### config.mk
export PLATFORM = sky130hd
export DESIGN_NAME = line_xfer_initiator
export DESIGN_NICKNAME = d
export VERILOG_FILES = /design/src/rtl/line_xfer_initiator.sv
export SDC_FILE = /design/constraint.sdc
export NUM_CORES = 1
export LEC_CHECK = 0
export ABC_AREA = 1
export BUFFER_PORTS_ARGS = -buffer_cell sky130_fd_sc_hd__buf_2
export CAP_MARGIN = 20
export CORE_UTILIZATION = 40
export CTS_CLUSTER_DIAMETER = 30
export DETAILED_ROUTE_END_ITERATION = 12
export GPL_TIMING_DRIVEN = 0
export PLACE_DENSITY = 0.66
export SYNTH_ARGS = -nofsm -noshare
export SYNTH_HDL_FRONTEND = slang
export SYNTH_SLANG_ARGS = --single-unit
### constraint.sdc
create_clock -name clk -period 1.8 [get_ports clk]
set_input_delay 0.27 -clock clk [delete_from_list [all_inputs] [get_ports clk]]
set_output_delay 0.27 -clock clk [all_outputs]
set_load 0.01 [all_outputs]
### src/rtl/line_xfer_initiator.sv
// Cache-line initiator: splits one refill/write-back into WORDS_PER_LINE strobe/done
// word transactions, assembling read words into a line buffer, with a response watchdog.
module line_xfer_initiator #(
  parameter int unsigned ADDR_WIDTH     = 32,
  parameter int unsigned DATA_WIDTH     = 32,
  parameter int unsigned WORDS_PER_LINE = 4,
  parameter int unsigned TIMEOUT_CYCLES = 256
) (
  input  logic                                 clk,
  input  logic                                 rst_n,
  input  logic                                 req_i,
  input  logic                                 req_rw_i,
  input  logic [ADDR_WIDTH-1:0]                req_addr_i,
  input  logic [DATA_WIDTH*WORDS_PER_LINE-1:0] req_wline_i,
  output logic                                 busy_o,
  output logic                                 done_o,
  output logic                                 err_o,
  output logic [DATA_WIDTH*WORDS_PER_LINE-1:0] rline_o,
  output logic                                 strobe_o,
  output logic [ADDR_WIDTH-1:0]                addr_o,
  output logic [DATA_WIDTH-1:0]                wdata_o,
  output logic                                 rw_o,
  input  logic [DATA_WIDTH-1:0]                rdata_i,
  input  logic                                 done_i
);

  localparam int unsigned LW  = DATA_WIDTH * WORDS_PER_LINE;
  localparam int unsigned WB  = DATA_WIDTH / 8;
  localparam int unsigned OFF = $clog2(WB * WORDS_PER_LINE);
  localparam int unsigned BSH = $clog2(WB);
  localparam int unsigned IW  = $clog2(WORDS_PER_LINE);
  localparam int unsigned TW  = $clog2(TIMEOUT_CYCLES) + 1;
  localparam logic [ADDR_WIDTH-1:0] OFF_MASK = ADDR_WIDTH'((64'd1 << OFF) - 64'd1);

  typedef enum logic [1:0] {S_IDLE, S_ISSUE, S_WAIT, S_RESP} state_e;

  state_e                state_q, state_d;
  logic [IW-1:0]         idx_q, idx_d, idx_inc;
  logic [TW-1:0]         timer_q, timer_d;
  logic [ADDR_WIDTH-1:0] base_q, base_d, addr_q, addr_d;
  logic [LW-1:0]         wline_q, wline_d, rline_q, rline_d;
  logic [DATA_WIDTH-1:0] wdata_q, wdata_d, next_word;
  logic                  rw_q, rw_d, busy_q, busy_d, done_q, done_d;
  logic                  err_q, err_d, strobe_q, strobe_d;

  // Write word for the next index, selected from the latched line
  always_comb begin
    idx_inc   = idx_q + IW'(1);
    next_word = '0;
    for (int unsigned i = 0; i < WORDS_PER_LINE; i++) begin
      if (IW'(i) == idx_inc) next_word = wline_q[i*DATA_WIDTH +: DATA_WIDTH];
    end
  end

  // Next state; outputs are computed against the next state so they register in step with it
  always_comb begin
    state_d  = state_q;
    idx_d    = idx_q;
    timer_d  = timer_q;
    base_d   = base_q;
    wline_d  = wline_q;
    rw_d     = rw_q;
    addr_d   = addr_q;
    wdata_d  = wdata_q;
    rline_d  = rline_q;
    strobe_d = 1'b0;
    done_d   = 1'b0;
    err_d    = 1'b0;

    case (state_q)
      S_IDLE: begin
        if (req_i) begin
          rw_d     = req_rw_i;
          base_d   = req_addr_i & ~OFF_MASK;
          wline_d  = req_wline_i;
          idx_d    = '0;
          state_d  = S_ISSUE;
          strobe_d = 1'b1;
          addr_d   = req_addr_i & ~OFF_MASK;
          wdata_d  = req_rw_i ? req_wline_i[DATA_WIDTH-1:0] : '0;
        end
      end
      S_ISSUE: begin
        state_d = S_WAIT;
        timer_d = '0;
      end
      S_WAIT: begin
        // done_i takes priority over a simultaneous watchdog expiry
        if (done_i) begin
          if (!rw_q) begin
            for (int unsigned i = 0; i < WORDS_PER_LINE; i++) begin
              if (IW'(i) == idx_q) rline_d[i*DATA_WIDTH +: DATA_WIDTH] = rdata_i;
            end
          end
          if (idx_q == IW'(WORDS_PER_LINE - 1)) begin
            state_d = S_RESP;
            done_d  = 1'b1;
          end else begin
            idx_d    = idx_inc;
            state_d  = S_ISSUE;
            strobe_d = 1'b1;
            addr_d   = base_q | (ADDR_WIDTH'(idx_inc) << BSH);
            wdata_d  = rw_q ? next_word : '0;
          end
        end else if (timer_q == TW'(TIMEOUT_CYCLES - 1)) begin
          state_d = S_RESP;
          done_d  = 1'b1;
          err_d   = 1'b1;
        end else begin
          timer_d = timer_q + TW'(1);
        end
      end
      S_RESP: state_d = S_IDLE;
      default: state_d = S_IDLE;
    endcase

    busy_d = (state_d != S_IDLE);
  end

  always_ff @(posedge clk) begin
    if (!rst_n) begin
      state_q  <= S_IDLE;
      idx_q    <= '0;
      timer_q  <= '0;
      base_q   <= '0;
      wline_q  <= '0;
      rw_q     <= 1'b0;
      addr_q   <= '0;
      wdata_q  <= '0;
      rline_q  <= '0;
      strobe_q <= 1'b0;
      done_q   <= 1'b0;
      err_q    <= 1'b0;
      busy_q   <= 1'b0;
    end else begin
      state_q  <= state_d;
      idx_q    <= idx_d;
      timer_q  <= timer_d;
      base_q   <= base_d;
      wline_q  <= wline_d;
      rw_q     <= rw_d;
      addr_q   <= addr_d;
      wdata_q  <= wdata_d;
      rline_q  <= rline_d;
      strobe_q <= strobe_d;
      done_q   <= done_d;
      err_q    <= err_d;
      busy_q   <= busy_d;
    end
  end

  assign busy_o   = busy_q;
  assign done_o   = done_q;
  assign err_o    = err_q;
  assign rline_o  = rline_q;
  assign strobe_o = strobe_q;
  assign addr_o   = addr_q;
  assign wdata_o  = wdata_q;
  assign rw_o     = rw_q;

endmodule

Word level (Yosys, flattened, before mapping)

Index checks and enable logic that the tools add are counted.

$add $sub $neg: 2
Eq/ne operators: 16
Muxes and demuxes: 33
Bitwise gates (word level): 4
Reduce and logical (&&, ||, !) cells: 15

Operators with widths:

| cell                  | number |
|---|---|
| $mux W32              | 12 |
| $pmux W32 S2          | 2 |
| $or A32 B4 Y32        | 1 |
| $reduce_and A4 Y1     | 5 |
| $mux W9               | 2 |
| $pmux W9 S2           | 1 |
| $mux W2               | 7 |
| $ne A2 B2 Y1 const B  | 5 |
| $add A9 B1 Y9 const B | 1 |
| $eq A9 B8 Y1 const B  | 1 |
| $eq A2 B2 Y1 const A  | 4 |
| $pmux W2 S4           | 1 |
| $eq A2 B2 Y1 const B  | 3 |
| $logic_not A2 Y1      | 3 |
| $mux W1               | 6 |
| $reduce_bool A2 Y1    | 3 |
| $eq A1 B2 Y1 const A  | 2 |
| $pmux W2 S2           | 1 |
| $reduce_and A2 Y1     | 2 |
| $not A1 Y1            | 3 |
| $reduce_and A3 Y1     | 1 |
| $reduce_or A3 Y1      | 1 |
| $add A2 B1 Y2 const B | 1 |
| $eq A2 B1 Y1 const B  | 1 |
| $pmux W1 S2           | 1 |

Register bits after elaboration: 366
Input bits: 197
Output and inout bits: 197
Word-level logic and storage cells: 86

Depth between registers and ports, before layout

Gate-level depths: netlist of the first run.

Depth in word-level cells: 10
Depth in mapped cells: 11
Mapped depth without buffers: 10

Worst setup path after synthesis of the first run

OpenSTA, ideal clock, no wires.

Path kind: reg2reg
From: reg timer_q[0]
To: reg timer_q[8]
Library setup time: 64 ps
Data arrival time: 1722 ps
Required time: 1736 ps
Path slack: 13 ps
Cell stages (with the launch flop): 12
Buffers on the path: 1
Period minus slack after synthesis: 1787 ps
Cells stage by stage: dfxtp_1 -> ha_1 -> nand2_1 -> nor4_1 -> ha_1 -> inv_1 -> nand3_1 -> nand2_1 -> buf_2 -> o22ai_1 -> inv_1 -> nor2_1

Longest elaborated chain between the ends: 4
Elaborated cells between the ends (all ways): 7
Classes of those cells: add/sub: 1; eq/ne: 2; mux: 3; reduce/logical: 1

Ends and longest elaborated chain:

| item                   | RTL line | source |
|---|---|---|
| from (decl)            | 39       | `logic [TW-1:0] timer_q, timer_d;` |
| from (signal assigned) | 138      | `timer_q <= timer_d;` |
| $add A9 B1 Y9          | 110      | `timer_d = timer_q + TW'(1);` |
| $mux W9                | 105      | `end else if (timer_q == TW'(TIMEOUT_CYCLES - 1)) begin` |
| $mux W9                | 89       | `if (done_i) begin` |
| $pmux W9 S2            | 70       | `case (state_q)` |

Several ways; a longest one is shown, not always the timed one. The select of a mux whose other input is x is not followed.
A chain may end at the register's enable or synchronous reset.

Worst setup path in the final report of the first run

From: in done_i
To: reg rline_q[17] (netlist: rline_o[17])

Longest elaborated chain between the ends: 1

Ends and longest elaborated chain:

| item                        | RTL line | source |
|---|---|---|
| from (decl)                 | 24       | `input logic done_i` |
| $reduce_and A4 Y1 (no line) | n/a      |  |
| to (signal assigned)        | 144      | `rline_q <= rline_d;` |
| to (decl)                   | 41       | `logic [LW-1:0] wline_q, wline_d, rline_q, rline_d;` |

Every way passes these cells.

==> impl_summary.md, run 1 <==
Pwr
The total power draw is 27.15 mW. Cell internal power was estimated by the tool at 20.56 mW. The analysis attributes to cell leakage a power of 10.13 nW. Of the total power, combinational logic draws 0.099. The switching part of the total power is 0.2428.

The analysis attributes to net switching a power of 6.593 mW. Of the total power, registers draw 0.325. The power density over the cells is 1258 nW/um^2. Across the VDD grid, the largest voltage drop is 1.607 mV. The share of power burned in the clock network is 0.576.

Worst setup path
The worst setup path is captured at a register. The startpoint type of the worst setup path is an input port. STA puts the critical path data required time at 2.28 ns. The class of the most critical setup path is input port to register. The critical path data arrival time is roughly 2.3 ns. The highest fanout seen on the critical path is 10.

Floorplan
The height of the die is 192.2 um. The die is 192.2 um wide. The number of cell rows is 69.

The number of primary I/O pins is just under 400. The floorplan step defined a die boundary enclosing 36950 um^2. The floorplan step defined a core boundary enclosing 35570 um^2.

The initial standard-cell utilization of the core is 0.4070.

Detailed routing
The first detailed-routing pass ran for 6 iterations. The post-detailed-routing wire length is 54580 um. In this run the remaining antenna-violating nets after routing total 0. In the routed design, unresolved DRC markers number 0. In this run, the number of DRC markers left after iteration 0 of detailed routing was 905. The detailed router placed 15840 vias in this run.

After detailed routing, the average wire length per cell comes to approximately 17 um. The post-detailed-route via-to-cell ratio is 5.033.

GRT
The total global-route track usage is 0.2922. The number of antenna violations at the first check in global routing came to 9. The first-pass GRT wire length is approximately 83000 um. The number of global-route vias before repair is 15600. The total global routing overflow is 0. Entering global routing, the biggest net connects 11 pins.

Placement
The instance count after placement with tap cells included is 2853. The estimated wirelength of the detail-placed design is 38760 um. During placement, the flow inserted port buffers numbering 385.

The area after detailed placement is 16980 um^2. At the end of routability-driven placement, the weighted congestion stood at 0.9331.

Cells and area
At the end of the flow the core is filled with cells to 0.6068. The signed area change from the synthesized netlist to the final layout is 49.11%. The net count reported at finish is 2822. The finished cells cover 21580 um^2. The number of standard cells in the final layout excluding fillers is approximately 3100. The filler cell count in the final layout is 3199. Of the cells placed in the final design, the portion with a size suffix greater than 1 is 0.2457.

Synth
The number of cells produced by synthesis is 2006. Summed over all instances, the cell type with the most area after synthesis is sky130_fd_sc_hd__dfxtp_1. The distinct cell type count of the synthesized netlist is 29. The mean instance size in the synthesized netlist is 7.216 um^2. The number of warnings issued by yosys is 0. In the post-synthesis netlist, the biggest area contributors are sky130_fd_sc_hd__dfxtp_1 (50%), sky130_fd_sc_hd__o21ai_0 (13%), sky130_fd_sc_hd__nor2_1 (12%). In this run, synthesis produced a sequential element count of 362.

The share of the yosys chip area belonging to registers is 0.5006. The share of the synthesized area in the top cell type is 0.5006. The post-synthesis cell area is 14480 um^2.

Timing
The worst clock skew is 0.02211 ns. The max-slew headroom at the worst pin is 0.3894. The final critical path time including I/O delays and setup is 1.796 ns. The total count of max-transition violations in the final report is 0. The achievable clock frequency is 556.7 MHz.

The period utilization is 0.9979. The count of final hold-check violations is 0. The count of endpoints failing setup in the final report is 0.

At the pin with the least slew margin, the transition time is 0.9160 ns. Setup repair after global routing could not meet its margin everywhere.

Clock tree
TritonCTS built the clock tree. The number of sinks driven by the clock tree is 362. The number of buffers added by the clock tree synthesis step is 83. The H-tree was split into 3 levels. The cell sitting at the root of the clock tree is a sky130_fd_sc_hd__clkbuf_16.

The clock edge transition at the registers on the reported setup and hold paths is 0.05 ns. In this run the deepest clock path goes through 3 buffers. The latest clock arrival within the worst-skew pair is 0.59 ns.

Flow run
Max-cap violations in this run came to 0.

Min path
The path class of the tightest hold or removal check is input port to register.

Run status
The run finished with clean final reports.
==> routing by layer <==
| metal | part of all wire | vias to the layer above | global-route usage | wire, um |
|---|---|---|---|---|
| met3 | 0.090 | 141 | 0.08862 | 4898 |
| met1 | 0.39 | 7298 | 0.3282 | 21370 |
| met4 | 0.038 | 10 | 0.1360 | 2054 |
| li1 | - | 7721 | - | - |
| met5 | 0.0010 | - | 0 | 55 |
| met2 | 0.48 | 673 | 0.5033 | 26200 |
==> Yosys cell counts <==
cell	number
sky130_fd_sc_hd__a21oi_1	197
sky130_fd_sc_hd__a21oi_4	1
sky130_fd_sc_hd__and3_1	1
sky130_fd_sc_hd__buf_1	7
sky130_fd_sc_hd__buf_2	32
sky130_fd_sc_hd__buf_4	3
sky130_fd_sc_hd__buf_6	7
sky130_fd_sc_hd__clkbuf_1	100
sky130_fd_sc_hd__conb_1	1
sky130_fd_sc_hd__dfxtp_1	362
sky130_fd_sc_hd__ha_1	9
sky130_fd_sc_hd__inv_1	113
sky130_fd_sc_hd__inv_2	7
sky130_fd_sc_hd__nand2_1	270
sky130_fd_sc_hd__nand2_4	1
sky130_fd_sc_hd__nand3_1	39
sky130_fd_sc_hd__nand3_4	1
sky130_fd_sc_hd__nand3b_1	1
sky130_fd_sc_hd__nand4_1	5
sky130_fd_sc_hd__nor2_1	459
sky130_fd_sc_hd__nor2_4	2
sky130_fd_sc_hd__nor3_2	2
sky130_fd_sc_hd__nor4_1	1
sky130_fd_sc_hd__o21ai_0	380
sky130_fd_sc_hd__o21ai_1	1
sky130_fd_sc_hd__o21ai_4	1
sky130_fd_sc_hd__o22ai_1	1
sky130_fd_sc_hd__or2_1	1
sky130_fd_sc_hd__or2_2	1
==> final timing paths <==
kind | from | to | slack, ns | depth (start not counted)
setup / recovery | done_i | rline_o[17] | 0.004 | 11
hold / removal | req_wline_i[119] | wline_q[119] | 0.01 | 3
setup reg to reg | timer_q[0] | busy_o | 0.01 | 9
hold reg to reg | base_q[9] | base_q[9] | 0.44 | 2
==> critical path: stages <==
cell	delay (ns)
sky130_fd_sc_hd__dlygate4sd3_1	0.54
sky130_fd_sc_hd__buf_2	0.15
sky130_fd_sc_hd__inv_2	0.08
sky130_fd_sc_hd__nor2_2	0.24
sky130_fd_sc_hd__inv_1	0.16
sky130_fd_sc_hd__nor3_4	0.17
sky130_fd_sc_hd__buf_12	0.15
sky130_fd_sc_hd__inv_1	0.14
sky130_fd_sc_hd__buf_6	0.18
sky130_fd_sc_hd__nor2_1	0.13
sky130_fd_sc_hd__nor2_1	0.06
==> cell type report <==
type,count,area (um^2),share of cell area
clock inverters,42,560.5,0.02597
flip-flops and latches,362,7263,0.3365
well taps,461,576.8,0.02672
multi-input cells,1376,6248,0.2895
clock buffers,109,2380,0.1103
repair buffers,526,3351,0.1552
diodes,5,12.51,0.0005797
plain buffers,147,740.7,0.03432
inverters,120,450.4,0.02087
==> cell families after synthesis <==
family	count (synthesis)	share of synthesized area
AOI/OAI and AO/OA	581	0.2025
adders and majority gates	9	0.007780
buffers and inverters	269	0.07693
DFF	362	0.5006
other	1	0.0002591
and+or+nand+nor	784	0.2119
==> registers in the layout (all words and copies together), names as in the netlist <==
signal / cells
strobe_o: 1
wline_q: 128
base_q: 28
state_q: 2
idx_q: 1
rline_o: 128
busy_o: 1
done_o: 1
wdata_o: 32
timer_q: 9
addr_o: 29
rw_o: 1
err_o: 1
==> power groups by stage <==
| stage | Combinational [mW] | Sequential [mW] | Clock, mW |
|---|---|---|---|
| 2_1_floorplan | 1.29 | 8.97 | 0 |
| 3_3_place_gp | 2.31 | 8.93 | 0 |
| 3_5_place_dp | 2.34 | 8.94 | 0 |
| 4_1_cts | 2.63 | 8.81 | 15.8 |
| 5_1_grt | 2.98 | 8.85 | 16.2 |
| 6_report | 2.69 | 8.81 | 15.7 |
==> placed cells by master (no fill, tap or decap), drive strengths merged, types with 5 or more instances in the layout <==
cell type,Yosys,final
a21oi,198,198
buf,49,442
bufinv,0,12
clkbuf,100,209
clkinv,0,23
clkinvlp,0,5
dfxtp,362,362
diode,0,5
dlygate4sd3,0,131
ha,9,9
inv,120,122
nand2,271,271
nand3,40,40
nand4,5,5
nor2,461,461
o21ai,382,382
==> through the flow <==
stage               setup TNS [ns]  worst slack [ns]  hold WS (ns)
floorplan                        0           0.01308        0.4049
global placement           -107.61           -0.5782        0.4337
detailed placement         -108.01           -0.6399        0.4383
CTS                       -0.03173          -0.03173     0.0001591
global route                -3.653           -0.1022      0.002802
finish                           0          0.003755       0.01162
==> what timing repair did <==
item,CTS,global route
pin swaps,7,4
resized for setup,45,79
hold endpoints to repair,175,0
endpoints found under the setup margin,134,190
buffers inserted,6,4
hold buffers,131,0
No activity file was read; power rests on OpenSTA's default activity.
==> run 2: changes to the inputs <==
--- a/config.mk
+++ b/config.mk
@@ -8,6 +8,7 @@
 export ABC_AREA = 1
 export BUFFER_PORTS_ARGS = -buffer_cell sky130_fd_sc_hd__buf_2
 export CAP_MARGIN = 20
+export CORE_ASPECT_RATIO = 0.8
 export CORE_UTILIZATION = 40
 export CTS_CLUSTER_DIAMETER = 30
 export DETAILED_ROUTE_END_ITERATION = 12
==> constraint.sdc (replaced) <==
create_clock -name clk -period 1.8 [get_ports clk]
set_input_delay 0.18 -clock clk [delete_from_list [all_inputs] [get_ports clk]]
set_output_delay 0.18 -clock clk [all_outputs]
set_load 0.01 [all_outputs]
==> run 2 against run 1 <==
Compared with the run above:
- clock skew shrank 0.00099 ns
- utilization rose by 1.5 points
- sequential power is essentially flat
- critical path type is now register to register
- the run now ends with setup timing left
- largest cell class unchanged
- power down 4.1%
==> impl_summary.md, run 2 (synthesis gave the netlist of run 1 again) <==
Run status
The flow ran to the end, but the final reports show violations. The checks that failed: setup timing.

Cells and area
The filler cell count in the final layout came to 3091 (-3.4%). The ratio of cells with drive above 1 in the final layout is 0.2360 (-0.009749). The net count reported at finish is 2876 (+1.9%). Leaving out fill and tap cells, the most frequent cells in the layout are sky130_fd_sc_hd__nor2_1 (458), sky130_fd_sc_hd__buf_2 (417), sky130_fd_sc_hd__o21ai_0 (370). The footprint of the multi-input gates is 6220 um^2 (-0.46%). The post-layout instance area is 21870 um^2 (+1.3%).

Leaving out fill and tap cells, the most frequent cell in the layout is sky130_fd_sc_hd__nor2_1. The sequential cell area is 7264 um^2 (about the same). The area growth from synthesis to layout is 51.09%. The number of standard cells in the final layout excluding fillers is 3207 (+1.9%).

Timing
The transition at the pin with the smallest max-transition slack was 0.8633 ns (-0.05266 ns). The max-slew headroom at the worst pin is 0.4245 (+0.03511). The final sum of negative setup slack came to -0.04202 ns (-0.04202 ns). The achievable clock frequency is 542.9 MHz (-2.5%). The count of endpoints failing setup in the final report is 1 (+1). Setup repair after global routing could not meet its margin everywhere. The period utilization is 1.023 (+0.02543). The total count of max-transition violations in the final report is 0 (unchanged). The worst clock skew was 0.02112 ns (-0.0009933 ns). The final worst-path setup slack is -0.04202 ns (-0.04578 ns). The count of final hold-check violations is 0 (unchanged). The final critical path time including I/O delays and setup is 1.842 ns (+0.04578 ns).

Clock tree
The number of buffers added by the clock tree synthesis step came to 76 (-8.4%). The latest clock arrival within the worst-skew pair was 0.58 ns (about the same). The clock edge transition at the registers on the reported setup and hold paths is 0.05 ns (about the same). The maximum clock insertion buffer count is 3 (unchanged). The number of sinks driven by the clock tree is 362 (unchanged). In this run the clock root is driven by a sky130_fd_sc_hd__clkbuf_16. The H-tree depth reported by CTS is 3 (unchanged). The clock tree from TritonCTS is yes.

Worst setup path
STA classifies the critical path startpoint as a register. The critical path data arrival time came to 2.33 ns (+0.06 ns). The number of buffers and inverters on the critical path was 2 (-5). For this design, the slowest cell found on the critical path is sky130_fd_sc_hd__dfxtp_1. The endpoint required time on the critical path is 2.29 ns (about the same).

The worst reg-to-reg path cell count was 7 (-2). The class of the most critical setup path is register to register. The slack of the worst reg-to-reg path was -0.04 ns (-0.05 ns). STA classifies the critical path endpoint as a register. The signal on the critical path passes through inv_2 > nor2_4 > nand2_1 > buf_2 > a21oi_1 > nand2_1 > a21oi_1. Grouping stages by cell kind, the critical path spends the most delay in simple AND/OR/NAND/NOR gates. The longest individual stage delay on the worst path was 0.40 ns (-0.14 ns).

In this run the critical register-to-register path is captured at wdata_o[5]. The highest fanout seen on the critical path was 10 (unchanged). The launch instance of the worst register-to-register path is state_q[1].

Floorplan
The number of cell rows is 61 (-12%). The horizontal die dimension is 214.7 um (+12%). The die area is 36960 um^2 (about the same). The core area is 35190 um^2 (-1.1%). The initial standard-cell utilization of the core is 0.4114 (+0.004443). The number of primary I/O pins is 394 (unchanged). The height of the die is 172.1 um (-10%).

Min path
The instance count along the most critical hold path is 3 (unchanged). The worst hold path terminates at timer_q[4]. The startpoint of the lowest-slack hold path is rst_n.

The worst hold path belongs to the class input port to register.

Detailed routing
The wire length per cell after detailed routing is 17.74 um (+2.3%). The post-detailed-routing wire length is 56910 um (+4.3%). The overall via count from detail_route is 16630 (+4.9%). The post-detailed-route via-to-cell ratio is 5.184 (+3.0%). The number of detailed-route iterations in the first pass is 5 (-1). The detailed router's first-iteration violation count is 1420 (+57%). The remaining design rule violation count is 0 (unchanged). The remaining antenna violation count is 0 (unchanged).

Placement
The instance count after placement with tap cells included came to 2864 (+0.39%). The count of buffers from port buffering came to 385 (unchanged). The weighted congestion at the end of routability-driven global placement is 0.9239 (-0.99%). The estimated wirelength of the detail-placed design is 38970 um (+0.54%). The area after detailed placement is 17000 um^2 (about the same).

GRT
The maximum number of pins on one net before global-route repair is 11 (unchanged). The number of global-route vias before repair came to 16030 (+2.8%). The first-pass GRT wire length came to 86780 um (+4.9%). The number of antenna violations at the first check in global routing is 7 (-2). The total global routing overflow is 0 (unchanged). The total global-route track usage was 0.2993 (+0.007108).

Flow run
The max-cap violation count was 0 (unchanged).

Pwr
The total power draw was 26.03 mW (-4.1%). The power density over the cells came to 1190 nW/um^2 (-5.4%). The standby leakage power came to 10.21 nW (+0.83%).

The worst vdd rail ir drop is 0.8887 mV (-45%).
[run 2: power by group]
group / leakage [nW] / switching [mW] / internal, mW
logic: 5.97 / 1.72 / 1.13
clock network: 1.27 / 4.47 / 9.90
registers: 2.97 / 0.250 / 8.56
[run 2: worst register-to-register path, cell delays in order (launching register included)]
cell	delay, ns
sky130_fd_sc_hd__dfxtp_1	0.40
sky130_fd_sc_hd__inv_2	0.10
sky130_fd_sc_hd__nor2_4	0.22
sky130_fd_sc_hd__nand2_1	0.28
sky130_fd_sc_hd__buf_2	0.29
sky130_fd_sc_hd__a21oi_1	0.20
sky130_fd_sc_hd__nand2_1	0.10
sky130_fd_sc_hd__a21oi_1	0.17
[run 2: how the worst max path moves through the flow]
| stage | slack [ns] | endpoint | cells past startpoint | startpoint |
|---|---|---|---|---|
| 2_1_floorplan | 0.01 | timer_q[8] | 11 | timer_q[0] |
| 3_3_place_gp | -0.48 | rline_o[22] | 8 | idx_q[0] |
| 3_5_place_dp | -0.50 | rline_o[23] | 8 | idx_q[0] |
| 4_1_cts | -0.002 | wdata_o[30] | 9 | idx_q[0] |
| 5_1_grt | -0.10 | rline_o[52] | 6 | state_q[1] |
| 6_report | -0.04 | wdata_o[5] | 7 | state_q[1] |
[run 2: routing by layer]
metal	vias to the layer above	global-route usage	routed length, um
met5	-	0	11
met2	819	0.4766	25590
met3	175	0.07142	4931
li1	7838	-	-
met4	2	0.1453	2285
met1	7792	0.3822	24090
[run 2: area by class of cell]
| cell class | instances | area share |
|---|---|---|
| Tap cell | 472 | 0.02700 |
| Multi-Input combinational cell | 1376 | 0.2844 |
| Buffer | 147 | 0.03432 |
| Timing Repair Buffer | 587 | 0.1802 |
| Inverter | 120 | 0.02059 |
| Clock inverter | 32 | 0.02197 |
| Clock buffer | 101 | 0.09823 |
| Antenna cell | 10 | 0.001144 |
| Sequential cell | 362 | 0.3322 |
[run 2: what timing repair did]
action | 4_1_cts | 5_1_grt
pin swaps | 7 | 3
hold endpoints to repair | 320 | 0
setup endpoints to repair | 138 | 220
hold buffers | 189 | 0
resized for setup | 51 | 67
buffers inserted | 9 | 4
[run 2: stage by stage]
stage | utilization | setup slack, ns | hold slack (ns)
floorplan | - | 0.01308 | 0.3149
global placement | 0.4831 | -0.4785 | 0.4337
detailed placement | 0.4831 | -0.5038 | 0.4349
CTS | 0.6170 | -0.001668 | 0.1186
global route | 0.6213 | -0.1003 | 0.1729
finish | 0.6216 | -0.04202 | 0.1482
